==> config.mk <==
export PLATFORM = sky130hd
export DESIGN_NAME = mmio_timer_flat
export DESIGN_NICKNAME = d
export VERILOG_FILES = /design/src/rtl/mmio_timer_if.sv /design/src/rtl/mmio_timer.sv /design/src/flat_wrapper.sv
export SDC_FILE = /design/constraint.sdc
export NUM_CORES = 1
export LEC_CHECK = 0
export ABC_CLOCK_PERIOD_IN_PS = 3190
export CORE_UTILIZATION = 45
export DETAILED_ROUTE_END_ITERATION = 7
export MAX_ROUTING_LAYER = met4
export PLACE_DENSITY = 0.7
export SYNTH_ARGS = -nofsm -noshare
export SYNTH_HDL_FRONTEND = slang
export SYNTH_SLANG_ARGS = --single-unit
==> constraint.sdc <==
create_clock -name clk -period 3.19 [get_ports clk]
set_input_delay 0.319 -clock clk [delete_from_list [all_inputs] [get_ports clk]]
set_output_delay 0.319 -clock clk [all_outputs]
set_load 0.1 [all_outputs]
==> src/rtl/mmio_timer_if.sv <==
// Data-memory bus bundle between the CPU (master) and the mmio_timer responder (slave).
// The CPU drives ce/we/addr/sel/data_i. The responder returns data_o combinationally.
interface mmio_timer_if;
  logic        ce;
  logic        we;
  logic [31:0] addr;
  logic [3:0]  sel;
  logic [31:0] data_i;
  logic [31:0] data_o;

  modport master (output ce, we, addr, sel, data_i, input data_o);
  modport slave  (input ce, we, addr, sel, data_i, output data_o);
endinterface

==> src/rtl/mmio_timer.sv <==
// mmio_timer: memory-mapped timer on the CPU data-memory bus.
//   Window: 16 bytes at BASE_ADDR (decoded on addr[31:4]).
//   Registers: 0x0 CTRL, 0x4 COUNT, 0x8 COMPARE, 0xC STATUS.
//   The timer supports one-shot and periodic compare. int_o = MATCH & IE.
// Optional feature: define MMIO_TIMER_PRESCALE_EN to implement CTRL[15:8] PRESCALE.
//   With PRESCALE implemented, one tick occurs every PRESCALE+1 RUN cycles.
//   Without it, CTRL[15:8] reads as zero and one tick occurs every RUN cycle.
module mmio_timer #(
  parameter logic [31:0] BASE_ADDR = 32'h1000_0000
) (
  input  logic        clk,
  input  logic        rst,
  mmio_timer_if.slave bus,
  output logic        int_o
);

  typedef enum logic [1:0] {
    ST_IDLE = 2'b00,
    ST_RUN  = 2'b01,
    ST_DONE = 2'b10
  } state_t;

  localparam logic [1:0] REG_CTRL    = 2'd0;
  localparam logic [1:0] REG_COUNT   = 2'd1;
  localparam logic [1:0] REG_COMPARE = 2'd2;
  localparam logic [1:0] REG_STATUS  = 2'd3;

  state_t      state_r;
  state_t      state_nxt_s;
  logic        periodic_r;
  logic        ie_r;
  logic        match_r;
  logic [31:0] count_r;
  logic [31:0] compare_r;

  logic        hit_s;
  logic        rd_s;
  logic        wr_any_s;
  logic [1:0]  reg_s;
  logic        wr_ctrl_s;
  logic        wr_count_s;
  logic        wr_compare_s;
  logic        wr_status_s;
  logic        en_wr_s;
  logic        tick_s;
  logic        match_hit_s;
  logic        oneshot_done_s;
  logic [31:0] tick_count_s;
  logic [31:0] count_nxt_s;
  logic [7:0]  prescale_rd_s;
  logic [31:0] rd_data_s;
  logic        unused_addr_s;

  // Replace only the byte lanes that are enabled in the write strobe.
  function automatic logic [31:0] lane_merge(input logic [31:0] old_v,
                                             input logic [31:0] new_v,
                                             input logic [3:0]  lanes);
    logic [31:0] res;
    for (int i = 0; i < 4; i++) begin
      res[8*i +: 8] = lanes[i] ? new_v[8*i +: 8] : old_v[8*i +: 8];
    end
    return res;
  endfunction

  assign hit_s         = bus.ce && (bus.addr[31:4] == BASE_ADDR[31:4]);
  assign reg_s         = bus.addr[3:2];
  assign rd_s          = hit_s && !bus.we;
  // With sel == 0000, a write touches nothing, so it is not treated as a write at all.
  assign wr_any_s      = hit_s && bus.we && (bus.sel != 4'b0000);
  assign wr_ctrl_s     = wr_any_s && (reg_s == REG_CTRL);
  assign wr_count_s    = wr_any_s && (reg_s == REG_COUNT);
  assign wr_compare_s  = wr_any_s && (reg_s == REG_COMPARE);
  assign wr_status_s   = wr_any_s && (reg_s == REG_STATUS);
  assign en_wr_s       = wr_ctrl_s && bus.sel[0];
  assign unused_addr_s = &{1'b0, bus.addr[1:0]};

`ifdef MMIO_TIMER_PRESCALE_EN
  logic [7:0] prescale_r;
  logic [7:0] presc_cnt_r;

  assign tick_s        = (state_r == ST_RUN) && (presc_cnt_r == prescale_r);
  assign prescale_rd_s = prescale_r;

  // Prescaler phase: restarts on any CTRL write, on each tick and whenever not running.
  always_ff @(posedge clk or posedge rst) begin
    if (rst) begin
      presc_cnt_r <= 8'd0;
    end else if (wr_ctrl_s || tick_s || (state_nxt_s != ST_RUN)) begin
      presc_cnt_r <= 8'd0;
    end else begin
      presc_cnt_r <= presc_cnt_r + 8'd1;
    end
  end

  // PRESCALE field lives in CTRL byte lane 1.
  always_ff @(posedge clk or posedge rst) begin
    if (rst) begin
      prescale_r <= 8'd0;
    end else if (wr_ctrl_s && bus.sel[1]) begin
      prescale_r <= bus.data_i[15:8];
    end
  end
`else
  assign tick_s        = (state_r == ST_RUN);
  assign prescale_rd_s = 8'd0;
`endif

  assign match_hit_s    = tick_s && (count_r == compare_r);
  assign oneshot_done_s = match_hit_s && !periodic_r;

  // Next state: a one-shot match has priority over any EN write in the same cycle.
  always_comb begin
    state_nxt_s = ST_IDLE;
    case (state_r)
      ST_IDLE, ST_DONE: begin
        if (en_wr_s) begin
          state_nxt_s = bus.data_i[0] ? ST_RUN : ST_IDLE;
        end else begin
          state_nxt_s = state_r;
        end
      end
      ST_RUN: begin
        if (oneshot_done_s) begin
          state_nxt_s = ST_DONE;
        end else if (en_wr_s && !bus.data_i[0]) begin
          state_nxt_s = ST_IDLE;
        end else begin
          state_nxt_s = ST_RUN;
        end
      end
      default: state_nxt_s = ST_IDLE;
    endcase
  end

  // State register.
  always_ff @(posedge clk or posedge rst) begin
    if (rst) begin
      state_r <= ST_IDLE;
    end else begin
      state_r <= state_nxt_s;
    end
  end

  // Counter next value: tick result first, then bus-written lanes override it.
  always_comb begin
    tick_count_s = count_r;
    count_nxt_s  = count_r;
    if (tick_s) begin
      if (match_hit_s) begin
        tick_count_s = periodic_r ? 32'd0 : count_r;
      end else begin
        tick_count_s = count_r + 32'd1;
      end
    end else begin
      tick_count_s = count_r;
    end
    if (wr_count_s) begin
      count_nxt_s = lane_merge(tick_count_s, bus.data_i, bus.sel);
    end else begin
      count_nxt_s = tick_count_s;
    end
  end

  // COUNT register.
  always_ff @(posedge clk or posedge rst) begin
    if (rst) begin
      count_r <= 32'd0;
    end else begin
      count_r <= count_nxt_s;
    end
  end

  // COMPARE register, byte-lane writable.
  always_ff @(posedge clk or posedge rst) begin
    if (rst) begin
      compare_r <= 32'd0;
    end else if (wr_compare_s) begin
      compare_r <= lane_merge(compare_r, bus.data_i, bus.sel);
    end
  end

  // CTRL mode bits (EN is represented by the RUN state itself).
  always_ff @(posedge clk or posedge rst) begin
    if (rst) begin
      periodic_r <= 1'b0;
      ie_r       <= 1'b0;
    end else if (en_wr_s) begin
      periodic_r <= bus.data_i[1];
      ie_r       <= bus.data_i[2];
    end
  end

  // MATCH flag: hardware set wins over a W1C clear in the same cycle.
  always_ff @(posedge clk or posedge rst) begin
    if (rst) begin
      match_r <= 1'b0;
    end else if (match_hit_s) begin
      match_r <= 1'b1;
    end else if (wr_status_s && bus.sel[0] && bus.data_i[0]) begin
      match_r <= 1'b0;
    end
  end

  // Zero-latency read mux; returns 0 outside read hits.
  always_comb begin
    rd_data_s = 32'h0000_0000;
    if (rd_s) begin
      case (reg_s)
        REG_CTRL:    rd_data_s = {16'h0000, prescale_rd_s, 5'b00000, ie_r, periodic_r,
                                  (state_r == ST_RUN)};
        REG_COUNT:   rd_data_s = count_r;
        REG_COMPARE: rd_data_s = compare_r;
        REG_STATUS:  rd_data_s = {29'h0000_0000, state_r, match_r};
        default:     rd_data_s = 32'h0000_0000;
      endcase
    end else begin
      rd_data_s = 32'h0000_0000;
    end
  end

  assign bus.data_o = rd_data_s;
  assign int_o      = match_r & ie_r;

endmodule

==> src/flat_wrapper.sv <==
// flat-port wrapper written by rule: the top's interface ports become plain ports
module mmio_timer_flat 
#(
  parameter logic [31:0] BASE_ADDR = 32'h1000_0000
)
  (clk, rst, int_o, bus_ce, bus_we, bus_addr, bus_sel, bus_data_i, bus_data_o);
  mmio_timer_if bus_i ();
  input  logic clk;
  input  logic rst;
  output logic int_o;
  input wire logic [$bits(bus_i.ce)-1:0] bus_ce;
  input wire logic [$bits(bus_i.we)-1:0] bus_we;
  input wire logic [$bits(bus_i.addr)-1:0] bus_addr;
  input wire logic [$bits(bus_i.sel)-1:0] bus_sel;
  input wire logic [$bits(bus_i.data_i)-1:0] bus_data_i;
  output wire logic [$bits(bus_i.data_o)-1:0] bus_data_o;
  assign bus_i.ce = bus_ce;
  assign bus_i.we = bus_we;
  assign bus_i.addr = bus_addr;
  assign bus_i.sel = bus_sel;
  assign bus_i.data_i = bus_data_i;
  assign bus_data_o = bus_i.data_o;
  mmio_timer #(.BASE_ADDR(BASE_ADDR)) u_core (.clk(clk), .rst(rst), .bus(bus_i), .int_o(int_o));
endmodule
**After elaboration in Yosys (flattened, before gate mapping)**

Cells that the tools add are included.

- Add/subtract/negate cells: 1
- Equality and inequality tests: 8
- Muxes and demuxes: 17
- Bitwise gates (word level): 1
- Reductions and logical operators: 26

Operators with widths:

| cell | count |
|---|---|
| two-way mux 32 bit | 5 |
| case mux 32 bit (4 select lines) | 1 |
| adder 32 x 1 -> 32 bit, second input constant | 1 |
| equality test 32 bit | 1 |
| two-way mux 8 bit | 4 |
| equality test 28 x 25 -> 1 bit, second input constant | 1 |
| logical AND 1 bit | 14 |
| AND reduction 2 bit | 4 |
| equality test 2 bit, second input constant | 3 |
| equality test 2 x 1 -> 1 bit, second input constant | 2 |
| zero test 2 bit | 2 |
| two-way mux 1 bit | 4 |
| two-way mux 2 bit | 2 |
| case mux 2 bit (2 select lines) | 1 |
| nonzero test 4 bit | 1 |
| zero test 1 bit | 3 |
| inequality test 2 x 1 -> 1 bit, second input constant | 1 |
| nonzero test 2 bit | 1 |
| OR reduction 2 bit | 1 |
| AND 1 bit | 1 |

- Register bits: 69

**Depth between registers and ports, before layout**

- Depth after elaboration: 10
- Depth in mapped cells: 9
- Mapped depth without buffers: 7

**Worst setup path after synthesis**

OpenSTA, ideal clock, no wires.

- Path type: input port to output port
- Start: input bus_addr[5]
- End: output bus_data_o[2]
- Data arrival time: 2.771 ns
- Data required time: 2.871 ns
- Setup slack: 0.100 ns
- Cell stages on the path: 6
- Cell sequence: nor4_1 > nand4_1 > or3_1 > clkbuf_1 > clkbuf_1 > nor2b_1

- Longest elaborated chain between the ends: 4

RTL lines:

| element | line | RTL |
|---|---|---|
| start: declaration | flat_wrapper.sv:13 | `input wire logic [$bits(bus_i.addr)-1:0] bus_addr;` |
| equality test 28 x 25 -> 1 bit | mmio_timer.sv:65 | `assign hit_s = bus.ce && (bus.addr[31:4] == BASE_ADDR[31:4]);` |
| logical AND 1 bit | mmio_timer.sv:65 |  |
| logical AND 1 bit | mmio_timer.sv:67 | `assign rd_s = hit_s && !bus.we;` |
| two-way mux 32 bit | mmio_timer.sv:207 | `if (rd_s) begin` |
| end: declaration | flat_wrapper.sv:16 | `output wire logic [$bits(bus_i.data_o)-1:0] bus_data_o;` |

No other way between the ends.

**Worst setup path after layout**

- Start: input bus_addr[20]
- End: output bus_data_o[0]

The elaborated chain is that of the path after synthesis.

==> key figures <==
Die
  • Die ar.: 11900 um^2
  • Chip Width: 109.1 um
  • Std-Cell Rows: 38
  • Core Footprint: 10980 um^2
  • Io pins: 105
  • DIE HEIGHT: 109.1 um
  • Initial Utilization: 46.99%

Detailed routing
  • First DRT Iteration DRCs: 437
  • DRT Pass-1 Iters: 5
  • Post-route ant nets: 0
  • Via count: 5077
  • Remaining DRCs: 0
  • DR vias/cell: 6.245
  • Drt wl/cell: 19.22 um
  • Detailed-route wire length: 15630 um

STA
  • Least-Margin Pin Slew: 0.9235 ns
  • Worst Skew: 0.006214 ns
  • RSZ-0062 raised after global routing: no
  • Final Max Slew Viols: 0
  • Fin crit share: 88.72%
  • Final-report hold violation count: 0
  • Slew Limit Headroom: 38.37%
  • Final setup TNS: 0 ns
  • Final setup fails: 0
  • Fmax: 0.3533 GHz
  • Tmin final: 2.830 ns
  • Final Worst Setup Slack: 0.3599 ns

Status
  • Status: finished clean

CTS
  • Root Driver: clkbuf_16
  • Clock Sinks: 69
  • Worst skew pair latency: 0.33 ns
  • Post-CTS Setup Bufs: 0
  • TritonCTS Buffers: 9
  • Reg clk slew, reported paths: 0.06 ns
  • CTS Buffer Depth: 2
  • CTS Hold Bufs: 0
  • Post-cts gate resize count: 0
  • H-tree lvl count: 3
  • CTS tree: yes

Placed design
  • GPL Wtd Cong: 0.9008
  • Port buffer count: 102
  • Pre-CTS setup slack: 0.4006 ns
  • Post-detail-place hpwl: 10850 um
  • Cells after DPL: 797

Global routing
  • First-pass GRT wire length: 24960 um
  • GRT Total Usage: 28.48%
  • Pin count of the biggest net entering global routing: 41
  • GRT overflow: 0
  • Initial antenna violation count: 0
  • Vias in the first global route: 4918

Layout
  • Layout Cells excl Fill: 813
  • Number of fill cells: 914
  • Area of the multi-input gates: 3039 um^2
  • Post-layout util: 61.98%
  • Fin nets: 741
  • Synth-to-layout area growth: 31.90%
  • Ant. Diodes: 0
  • Share of cells above drive strength 1: 21.99%
  • FF+latch area: 1727 um^2

Synth
  • Top cell type's share of synthesized area: 33.45%
  • EDFF count, synth: 0
  • Top cells by count, synth: nor2_1 (84), dfrtp_1 (69), nand2_1 (59)
  • Post-Syn Nets: 667
  • Synth Cell Area: 5161 um^2
  • Most used DFF post-synth: dfrtp_1
  • Seq cells post-synth: 69
  • Area leader, netlist: dfrtp_1
  • Top cells by area, synth: dfrtp_1 (33%), mux2_2 (10%), nor2_1 (6.1%)
  • Top-count cell post-synth: nor2_1
  • Synth warnings: 0
  • Mean post-synth cell area: 8.689 um^2
  • Library cells used by synthesis: 61
  • Synth Instances: 594
  • Post-synthesis sequential area ratio: 33.45%
  • Ys async rst share: 100.0%

Setup path
  • Worst setup path class: in2out
  • Crit path capture type: output pin
  • WP data arrival: 2.51 ns
  • Startpoint Class: input port
  • Crit-path max FO: 32
  • Critical Path RT: 2.87 ns
  • FF-to-FF setup slack: 0.42 ns

Hold path
  • Tightest Hold Check Type: in2async

Power and ir drop
  • Static Leakage: 2.897 nW
  • Power Density: 314.1 nW/um^2
  • Peak VDD IR: 0.2154 mV
  • Total Power: 2.139 mW

Run
  • Max-cap violations: 0
[registers in the layout (all words and copies together) (netlist names)]
signal / flops
u_core.compare_r: 32
u_core.count_r: 32
u_core.state_r: 2
u_core.ie_r: 1
u_core.match_r: 1
u_core.periodic_r: 1
[path summary, 6_finish.rpt]
check                      depth (start not counted)                              end                         from
max                                                7                    bus_data_o[0]                 bus_addr[20]
min                                                2  u_core.compare_r[9]$_DFFE_PP0P_                          rst
max reg2reg                                        7     u_core.count_r[22]$_DFF_PP0_  u_core.count_r[0]$_DFF_PP0_
min reg2reg                                        2       u_core.match_r$_DFFE_PP0P_   u_core.match_r$_DFFE_PP0P_
max in group asynchronous                          3     u_core.count_r[30]$_DFF_PP0_                          rst
min in group clk                                   2       u_core.match_r$_DFFE_PP0P_   u_core.match_r$_DFFE_PP0P_
[worst max-delay path: stages]
cell,delay (ns)
clkdlybuf4s50_1,0.40
nor4b_1,0.36
nand4_1,0.29
or3_1,0.38
buf_4,0.26
nor2b_1,0.27
buf_12,0.21
[cells by family after synthesis]
family / synth area share, %
buffers and inverters: 8.048
flip-flops: 33.45
multiplexers: 12.82
adder cells (fa/ha/maj): 0.2424
XOR/XNOR: 5.600
AND/OR/NAND/NOR: 25.45
AO/OA/AOI/OAI: 14.38
[power by group]
group | internal [mW] | switching, mW | leakage (nW) | total [mW]
logic | 0.0932 | 0.0700 | 1.95 | 0.163
clock network | 0.704 | 0.396 | 0.158 | 1.10
registers | 0.875 | 0.0000000229 | 0.792 | 0.875
[stage by stage]
stage	hold slack [ns]	area, um^2
final	0.3326	6808
after global routing	0.3853	6808
after CTS	0.3421	6808
after detailed placement	0.5137	6482
after global placement	0.5155	6482
after floorplan	0.4358	5161
[layout by cell type (no fill, tap or decap), types with 5 or more instances in the layout]
master / count
nor2_1: 84
clkdlybuf4s50_1: 69
dfrtp_1: 69
nand2_1: 59
mux2_2: 47
xnor2_1: 33
a31oi_1: 32
buf_12: 32
a22oi_1: 29
a21oi_1: 27
buf_4: 25
nand3_1: 18
nand4_1: 17
and4_1: 13
nor4_1: 9
o21ai_0: 9
clkbuf_16: 9
nor3_1: 7
and3_1: 6
or4_1: 6
inv_1: 5
mux2i_1: 5
[layout make-up]
class / instances / area share, %
Multi-Input combinational cell: 456 / 44.64
Sequential cell: 69 / 25.36
Timing Repair Buffer: 126 / 22.31
Clock buffer: 10 / 3.510
Tap cell: 140 / 2.573
Clock inverter: 6 / 1.268
Inverter: 6 / 0.3308
[per-layer routing]
layer	global-route usage, %	vias up	wire (um)
met1	36.14	2436	6382
met5	-	-	0
li1	-	2309	-
met3	4.363	51	1216
met4	14.29	0	629
met2	44.12	281	7398
No activity file was read; power rests on OpenSTA's default activity.
